--- config.mk ---
export PLATFORM = sky130hd
export DESIGN_NAME = wb_writeback
export DESIGN_NICKNAME = d
export VERILOG_FILES = /design/src/rtl/wb_pkg.sv /design/src/rtl/wb_fifo.sv /design/src/rtl/wb_writeback.sv
export SDC_FILE = /design/constraint.sdc
export NUM_CORES = 1
export LEC_CHECK = 0
export CAP_MARGIN = 40
export CORE_MARGIN = 10
export CORE_UTILIZATION = 40
export DETAILED_ROUTE_END_ITERATION = 10
export PLACE_DENSITY = 0.7
export SLEW_MARGIN = 20
export SYNTH_ARGS = -nofsm -noshare
export SYNTH_HDL_FRONTEND = slang
export SYNTH_SLANG_ARGS = --single-unit
--- constraint.sdc ---
create_clock -name clk -period 3.7 [get_ports clk]
set_clock_uncertainty 0.05 [all_clocks]
set_input_delay 0.74 -clock clk [delete_from_list [all_inputs] [get_ports clk]]
set_output_delay 0.74 -clock clk [all_outputs]
set_load 0.01 [all_outputs]
--- src/rtl/wb_pkg.sv ---
// Shared types and helpers for the writeback stage: load funct3 codes,
// the queued writeback entry, and the load byte/halfword extraction function.
// No state; purely combinational helpers.
package wb_pkg;

  localparam logic [2:0] F3_LB  = 3'b000;
  localparam logic [2:0] F3_LH  = 3'b001;
  localparam logic [2:0] F3_LW  = 3'b010;
  localparam logic [2:0] F3_LBU = 3'b100;
  localparam logic [2:0] F3_LHU = 3'b101;

  // One pending register write.
  typedef struct packed {
    logic [4:0]  rd;
    logic [31:0] data;
  } wb_entry_t;

  // Extraction result: extended data plus an illegal-funct3 flag.
  typedef struct packed {
    logic [31:0] data;
    logic        err;
  } ld_ext_t;

  // Picks the addressed byte/halfword out of the aligned word and extends it.
  // Illegal funct3 codes fall back to a full-word load and raise err.
  function automatic ld_ext_t load_extract(input logic [2:0]  funct3,
                                           input logic [1:0]  addr_lo,
                                           input logic [31:0] rdata);
    ld_ext_t     r;
    logic [7:0]  b;
    logic [15:0] h;
    b      = 8'(rdata >> {addr_lo, 3'b000});
    h      = 16'(rdata >> {addr_lo[1], 4'b0000});
    r.err  = 1'b0;
    r.data = rdata;
    case (funct3)
      F3_LB:   r.data = {{24{b[7]}}, b};
      F3_LBU:  r.data = {24'h0, b};
      F3_LH:   r.data = {{16{h[15]}}, h};
      F3_LHU:  r.data = {16'h0, h};
      F3_LW:   r.data = rdata;
      default: begin
        r.data = rdata;
        r.err  = 1'b1;
      end
    endcase
    return r;
  endfunction

endpackage

--- src/rtl/wb_fifo.sv ---
// Generic synchronous FIFO, DEPTH entries (power of two, >= 2) of WIDTH bits.
// Latency: a push is visible at the head the cycle after its edge; pop_dat is the current head.
// Backpressure: push is ignored when full and pop when empty; the owner must gate on full/empty.
// Ports: clk, rst (async active-low), push/push_dat, pop/pop_dat, full, empty, count.
module wb_fifo #(
  parameter int DEPTH = 4,
  parameter int WIDTH = 37
) (
  input  logic                     clk,
  input  logic                     rst,
  input  logic                     push,
  input  logic [WIDTH-1:0]         push_dat,
  input  logic                     pop,
  output logic [WIDTH-1:0]         pop_dat,
  output logic                     full,
  output logic                     empty,
  output logic [$clog2(DEPTH):0]   count
);

  localparam int AW = $clog2(DEPTH);
  localparam int CW = AW + 1;
  localparam logic [CW-1:0] FULL_CNT = CW'(DEPTH);

  logic [WIDTH-1:0] mem [DEPTH];
  logic [AW-1:0]    wr_ptr;
  logic [AW-1:0]    rd_ptr;
  logic             push_ok;
  logic             pop_ok;

  assign full    = (count == FULL_CNT);
  assign empty   = (count == '0);
  assign push_ok = push & ~full;
  assign pop_ok  = pop & ~empty;
  assign pop_dat = mem[rd_ptr];

  // Storage carries no reset; only pointers and count define validity.
  always_ff @(posedge clk) begin
    if (push_ok) mem[wr_ptr] <= push_dat;
  end

  // Pointers wrap for free because DEPTH is a power of two.
  always_ff @(posedge clk or negedge rst) begin
    if (!rst) begin
      wr_ptr <= '0;
      rd_ptr <= '0;
      count  <= '0;
    end else begin
      if (push_ok) wr_ptr <= wr_ptr + 1'b1;
      if (pop_ok)  rd_ptr <= rd_ptr + 1'b1;
      case ({push_ok, pop_ok})
        2'b10:   count <= count + 1'b1;
        2'b01:   count <= count - 1'b1;
        default: count <= count;
      endcase
    end
  end

endmodule

--- src/rtl/wb_writeback.sv ---
// Regfile writeback: merges unthrottled ALU results with queued load responses onto one write port.
// Latency: ALU result on rf_* one cycle after it is presented; a load at least two cycles after acceptance.
// Backpressure: ALU always wins and is never stalled; loads wait in the FIFO, ld_ready drops when it is full.
// Ports: alu_* (valid/rd/data), ld_* (valid/ready handshake, rd, funct3, addr_lo, rdata),
//        rf_write_* (registered write port), ld_err (illegal funct3 pulse), fifo_count.
// Optional: define WB_PENDING_EN to add ld_pending[31:0], a per-register "load still queued" map.
module wb_writeback
  import wb_pkg::*;
#(
  parameter int DEPTH = 4,
  parameter int XLEN  = 32
) (
  input  logic                   clk,
  input  logic                   rst,
  input  logic                   alu_valid,
  input  logic [4:0]             alu_rd,
  input  logic [XLEN-1:0]        alu_data,
  input  logic                   ld_valid,
  output logic                   ld_ready,
  input  logic [4:0]             ld_rd,
  input  logic [2:0]             ld_funct3,
  input  logic [1:0]             ld_addr_lo,
  input  logic [XLEN-1:0]        ld_rdata,
  output logic                   rf_write_en,
  output logic [4:0]             rf_write_reg,
  output logic [XLEN-1:0]        rf_write_data,
  output logic                   ld_err,
`ifdef WB_PENDING_EN
  output logic [31:0]            ld_pending,
`endif
  output logic [$clog2(DEPTH):0] fifo_count
);

  wb_entry_t push_ent;
  wb_entry_t head_ent;
  wb_entry_t sel_ent;
  ld_ext_t   ext;
  logic      sel_vld;
  logic      ld_acc;
  logic      fifo_pop;
  logic      fifo_full;
  logic      fifo_empty;

  // Ready comes from registered FIFO state only, and is held low during reset.
  assign ld_ready = rst & ~fifo_full;
  assign ld_acc   = ld_valid & ld_ready;

  // Extraction happens before enqueue so the FIFO only stores final write data.
  assign ext      = load_extract(ld_funct3, ld_addr_lo, ld_rdata);
  assign push_ent = '{rd: ld_rd, data: ext.data};

  // A FIFO entry is only popped on cycles the ALU leaves the port free.
  assign fifo_pop = ~alu_valid & ~fifo_empty;

  wb_fifo #(
    .DEPTH (DEPTH),
    .WIDTH ($bits(wb_entry_t))
  ) u_fifo (
    .clk      (clk),
    .rst      (rst),
    .push     (ld_acc),
    .push_dat (push_ent),
    .pop      (fifo_pop),
    .pop_dat  (head_ent),
    .full     (fifo_full),
    .empty    (fifo_empty),
    .count    (fifo_count)
  );

  always_comb begin
    sel_vld = 1'b0;
    sel_ent = '0;
    if (alu_valid) begin
      sel_vld      = 1'b1;
      sel_ent.rd   = alu_rd;
      sel_ent.data = alu_data;
    end else if (!fifo_empty) begin
      sel_vld = 1'b1;
      sel_ent = head_ent;
    end
  end

  // x0 writes still consume their slot (and FIFO entry) but never strobe the regfile.
  always_ff @(posedge clk or negedge rst) begin
    if (!rst) begin
      rf_write_en   <= 1'b0;
      rf_write_reg  <= '0;
      rf_write_data <= '0;
      ld_err        <= 1'b0;
    end else begin
      rf_write_en <= sel_vld & (sel_ent.rd != 5'd0);
      if (sel_vld) begin
        rf_write_reg  <= sel_ent.rd;
        rf_write_data <= sel_ent.data;
      end
      ld_err <= ld_acc & ext.err;
    end
  end

`ifdef WB_PENDING_EN
  // Saturating 2-bit occupancy per register. A push and pop of the same
  // register in one cycle cancel; x0 is never tracked.
  logic [1:0]  pend_cnt [32];
  logic [31:0] pend_inc;
  logic [31:0] pend_dec;

  always_comb begin
    pend_inc = '0;
    pend_dec = '0;
    if (ld_acc)   pend_inc[ld_rd]       = 1'b1;
    if (fifo_pop) pend_dec[head_ent.rd] = 1'b1;
  end

  always_ff @(posedge clk or negedge rst) begin
    if (!rst) begin
      for (int i = 0; i < 32; i++) pend_cnt[i] <= 2'd0;
    end else begin
      for (int i = 1; i < 32; i++) begin
        case ({pend_inc[i], pend_dec[i]})
          2'b10:   if (pend_cnt[i] != 2'd3) pend_cnt[i] <= pend_cnt[i] + 2'd1;
          2'b01:   if (pend_cnt[i] != 2'd0) pend_cnt[i] <= pend_cnt[i] - 2'd1;
          default: pend_cnt[i] <= pend_cnt[i];
        endcase
      end
    end
  end

  always_comb begin
    ld_pending = '0;
    for (int i = 1; i < 32; i++) ld_pending[i] = (pend_cnt[i] != 2'd0);
  end
`endif

endmodule

==> impl_metrics.env <==
export IMPL_critPathKind="flip-flop to output port"
export IMPL_core_area_um2=19600
export IMPL_place_inst=854
export IMPL_fp_row_count=51
export IMPL_relSlewSlack_pct=57.7
export IMPL_wl_um=20000
export IMPL_final_max_slew_viol_count=0
export IMPL_cts_inserted_buffers=17
export IMPL_p_switching_mw=1.92
export IMPL_ant_nets=0
export IMPL_cts_max_level=4
export IMPL_finalCritPeriodShare_pct=74.2
export IMPL_dr_pass1_iters=5
export IMPL_drtIter0Drc=534
export IMPL_fin_cells=888
export IMPL_finalSetupTns_ns=0
export IMPL_postSynth_asyncResetShare_pct=23.7
export IMPL_fmax_mhz=364
export IMPL_gp_congestion=0.877
export IMPL_cts_setup_buffers=0
export IMPL_routed_via_count=4907
export IMPL_rsz0062_at_grt="false"
export IMPL_cts_sinks=194
export IMPL_cts_hold_buffers=0
export IMPL_initial_core_util_pct=40.8
export IMPL_worst_pin_slew_ns=0.634
export IMPL_synth_cells=478
export IMPL_fp_dieH_um=161
export IMPL_cp_max_fo=6
export IMPL_pwr_share_comb_pct=29.0
export IMPL_ys_flop_type="edfxtp_1"
export IMPL_grt_first_pass_wirelength_um=30900
export IMPL_cp_end_kind="output port"
export IMPL_fill_cells=1607
export IMPL_dieArea_um2=26000
export IMPL_grt_max_degree=47
export IMPL_cts_root_buf="clkbuf_16"
export IMPL_p_int_mw=4.79
export IMPL_hold_viol_final=0
export IMPL_leakagePower_nw=3.80
export IMPL_crit_chain="inv_1, a31oi_1, clkdlybuf4s50_1"
export IMPL_largest_register_ffs=148
export IMPL_fin_crit_ns=2.75
export IMPL_clkPwrFrac_pct=26.9
export IMPL_seqPwrFrac_pct=44.1
export IMPL_start_kind="flip-flop"
export IMPL_synth_warnings=0
export IMPL_insertion_delay_ns=0.43
export IMPL_io_pins=126
export IMPL_clk_path_buf_depth=2
export IMPL_overflow=0
export IMPL_post_place_ws_ns=0.681
export IMPL_synth_area_um2=8000
export IMPL_synth_distinct_cells=40
export IMPL_antenna_found_initial=2
export IMPL_grt_pass1_vias=5226
export IMPL_critical_path_max_stage_delay_ns=0.64
export IMPL_die_width_um=161
export IMPL_place_area_um2=9560
export IMPL_wl_per_cell_um=22.5
export IMPL_layout_drive_gt1_share_pct=15.3
export IMPL_ys_seq_area_share_pct=70.0
export IMPL_final_util_pct=51.8
export IMPL_p_per_area_nw_per_um2=661
export IMPL_synth_fp_nets=567
export IMPL_cap_violations=0
export IMPL_vias_per_cell=5.53
export IMPL_hold_path_class="input pin to asynchronous set/reset pin"
export IMPL_finalInstanceArea_um2=10200
export IMPL_ir_drop_mv=0.395
export IMPL_arrival_ns=1.96
export IMPL_cts_repair_resized=0
export IMPL_area_growth_pct=27.0
export IMPL_fin_ws_ns=0.955
export IMPL_port_buffers=125
export IMPL_synth_edff_count=148
export IMPL_hold_ws_ns=0.426
export IMPL_clkTransAtPathRegs_ns=0.07
export IMPL_synth_area_per_cell_um2=16.7
export IMPL_critPathSlowestCell="clkdlybuf4s50_1"
export IMPL_cts_tree="done"
export IMPL_setup_viol=0
export IMPL_grtUsageTotal_pct=15.6
export IMPL_critPathRequiredTime_ns=2.91
export IMPL_power_total_mw=6.71
export IMPL_netSwitchingFraction_pct=28.6
export IMPL_status="finished, final reports clean"
export IMPL_ys_seq_elements=194
export IMPL_drc_errors=0
export IMPL_fin_nets=698
export IMPL_hpwl_um=14200
## power by group through the flow
stage,logic (mW),clock network [mW],registers (mW)
3_5_place_dp,1.97,0,3.01
2_1_floorplan,1.10,0,3.01
5_1_grt,2.12,1.93,3.01
6_report,1.94,1.80,2.96
3_3_place_gp,1.93,0,2.98
4_1_cts,1.97,1.85,2.97
## metal layers
metal / up-vias / routed length, µm / global-route usage [%]
li1: 2150 / - / -
met1: 2504 / 8030 / 19.1
met2: 224 / 9690 / 24.9
met3: 29 / 1920 / 6.35
met4: 0 / 361 / 4.71
met5: - / 0 / 0
## logic make-up after synthesis
kind of cell,synth area share (%)
adder cells (fa/ha/maj),1.03
buffers and inverters,3.93
flip-flops,70.0
multiplexers,12.0
AO/OA/AOI/OAI,8.21
AND/OR/NAND/NOR,4.21
XOR/XNOR,0.657
## synth_stat cells, types with 2 or more instances
master	n	area, µm²
a211o_1	2	17.5
a21oi_1	6	30.0
a221o_1	11	110
a222oi_1	33	330
a22o_1	7	61.3
a22oi_1	5	37.5
a31oi_1	2	12.5
and2_1	4	25.0
and3_1	4	25.0
buf_2	11	55.1
buf_6	3	33.8
clkbuf_1	16	60.1
dfrtp_1	46	1150
edfxtp_1	148	4440
ha_1	5	62.6
inv_1	43	161
mux2_2	2	22.5
mux2i_1	8	80.1
mux4_2	38	856
nand2_1	46	173
nand2b_1	2	12.5
nor2_1	10	37.5
nor3_1	2	10.0
o21ai_0	3	15.0
o22a_1	2	17.5
xnor2_1	3	26.3
xor2_1	3	26.3
## worst max-delay path: cells and delay by family, from the launching register on
kind	cells	cell delay (ns)
flops	1	0.36
buf+inv	2	0.73
compound gates	1	0.44
## layout by cell type, fill, tap and decap left out, types with 3 or more instances in the layout
cell,netlist,final
mux4_2,38,38
edfxtp_1,148,148
clkinvlp_4,0,3
o21ai_0,3,3
dfrtp_1,46,45
a222oi_1,33,33
a22oi_1,5,5
mux2i_1,8,8
inv_1,43,43
a221o_1,11,11
clkdlybuf4s50_1,0,124
xnor2_1,3,3
nor2_1,10,10
buf_4,0,17
clkbuf_16,0,17
ha_1,5,5
xor2_1,3,3
a21oi_1,6,6
and3_2,0,4
a22o_1,7,7
inv_6,0,3
nand2_1,46,46
and2_1,4,4
## final cells by class
class                      instances  area (µm²)  share of cell area [%]
clock buffer                      20         457                    4.50
multi-input combinational        210        2090                    20.6
antenna                            1        2.50                  0.0246
inverter                          43         161                    1.59
clock inverter                    12         130                    1.28
sequential                       194        5600                    55.1
tap                              265         332                    3.26
timing repair buffer             143        1390                    13.6
## path summary, 6_finish.rpt
check,cells after the start,slack (ns),startpoint,endpoint
hold reg to reg,2,0.44,rf_write_reg[2]$_DFFE_PN0P_,rf_write_reg[2]$_DFFE_PN0P_
setup reg to reg,4,1.43,u_fifo.rd_ptr[0]$_DFFE_PN0P_,rf_write_data[16]$_DFFE_PN0P_
setup / recovery,3,0.95,u_fifo.count[1]$_DFFE_PN0P_,ld_ready
min in group clk,2,0.44,rf_write_reg[2]$_DFFE_PN0P_,rf_write_reg[2]$_DFFE_PN0P_
hold / removal,2,0.43,rst,rf_write_reg[4]$_DFFE_PN0P_
max in group asynchronous,2,2.72,rst,u_fifo.rd_ptr[0]$_DFFE_PN0P_
Power figures use the tool's default switching activity.
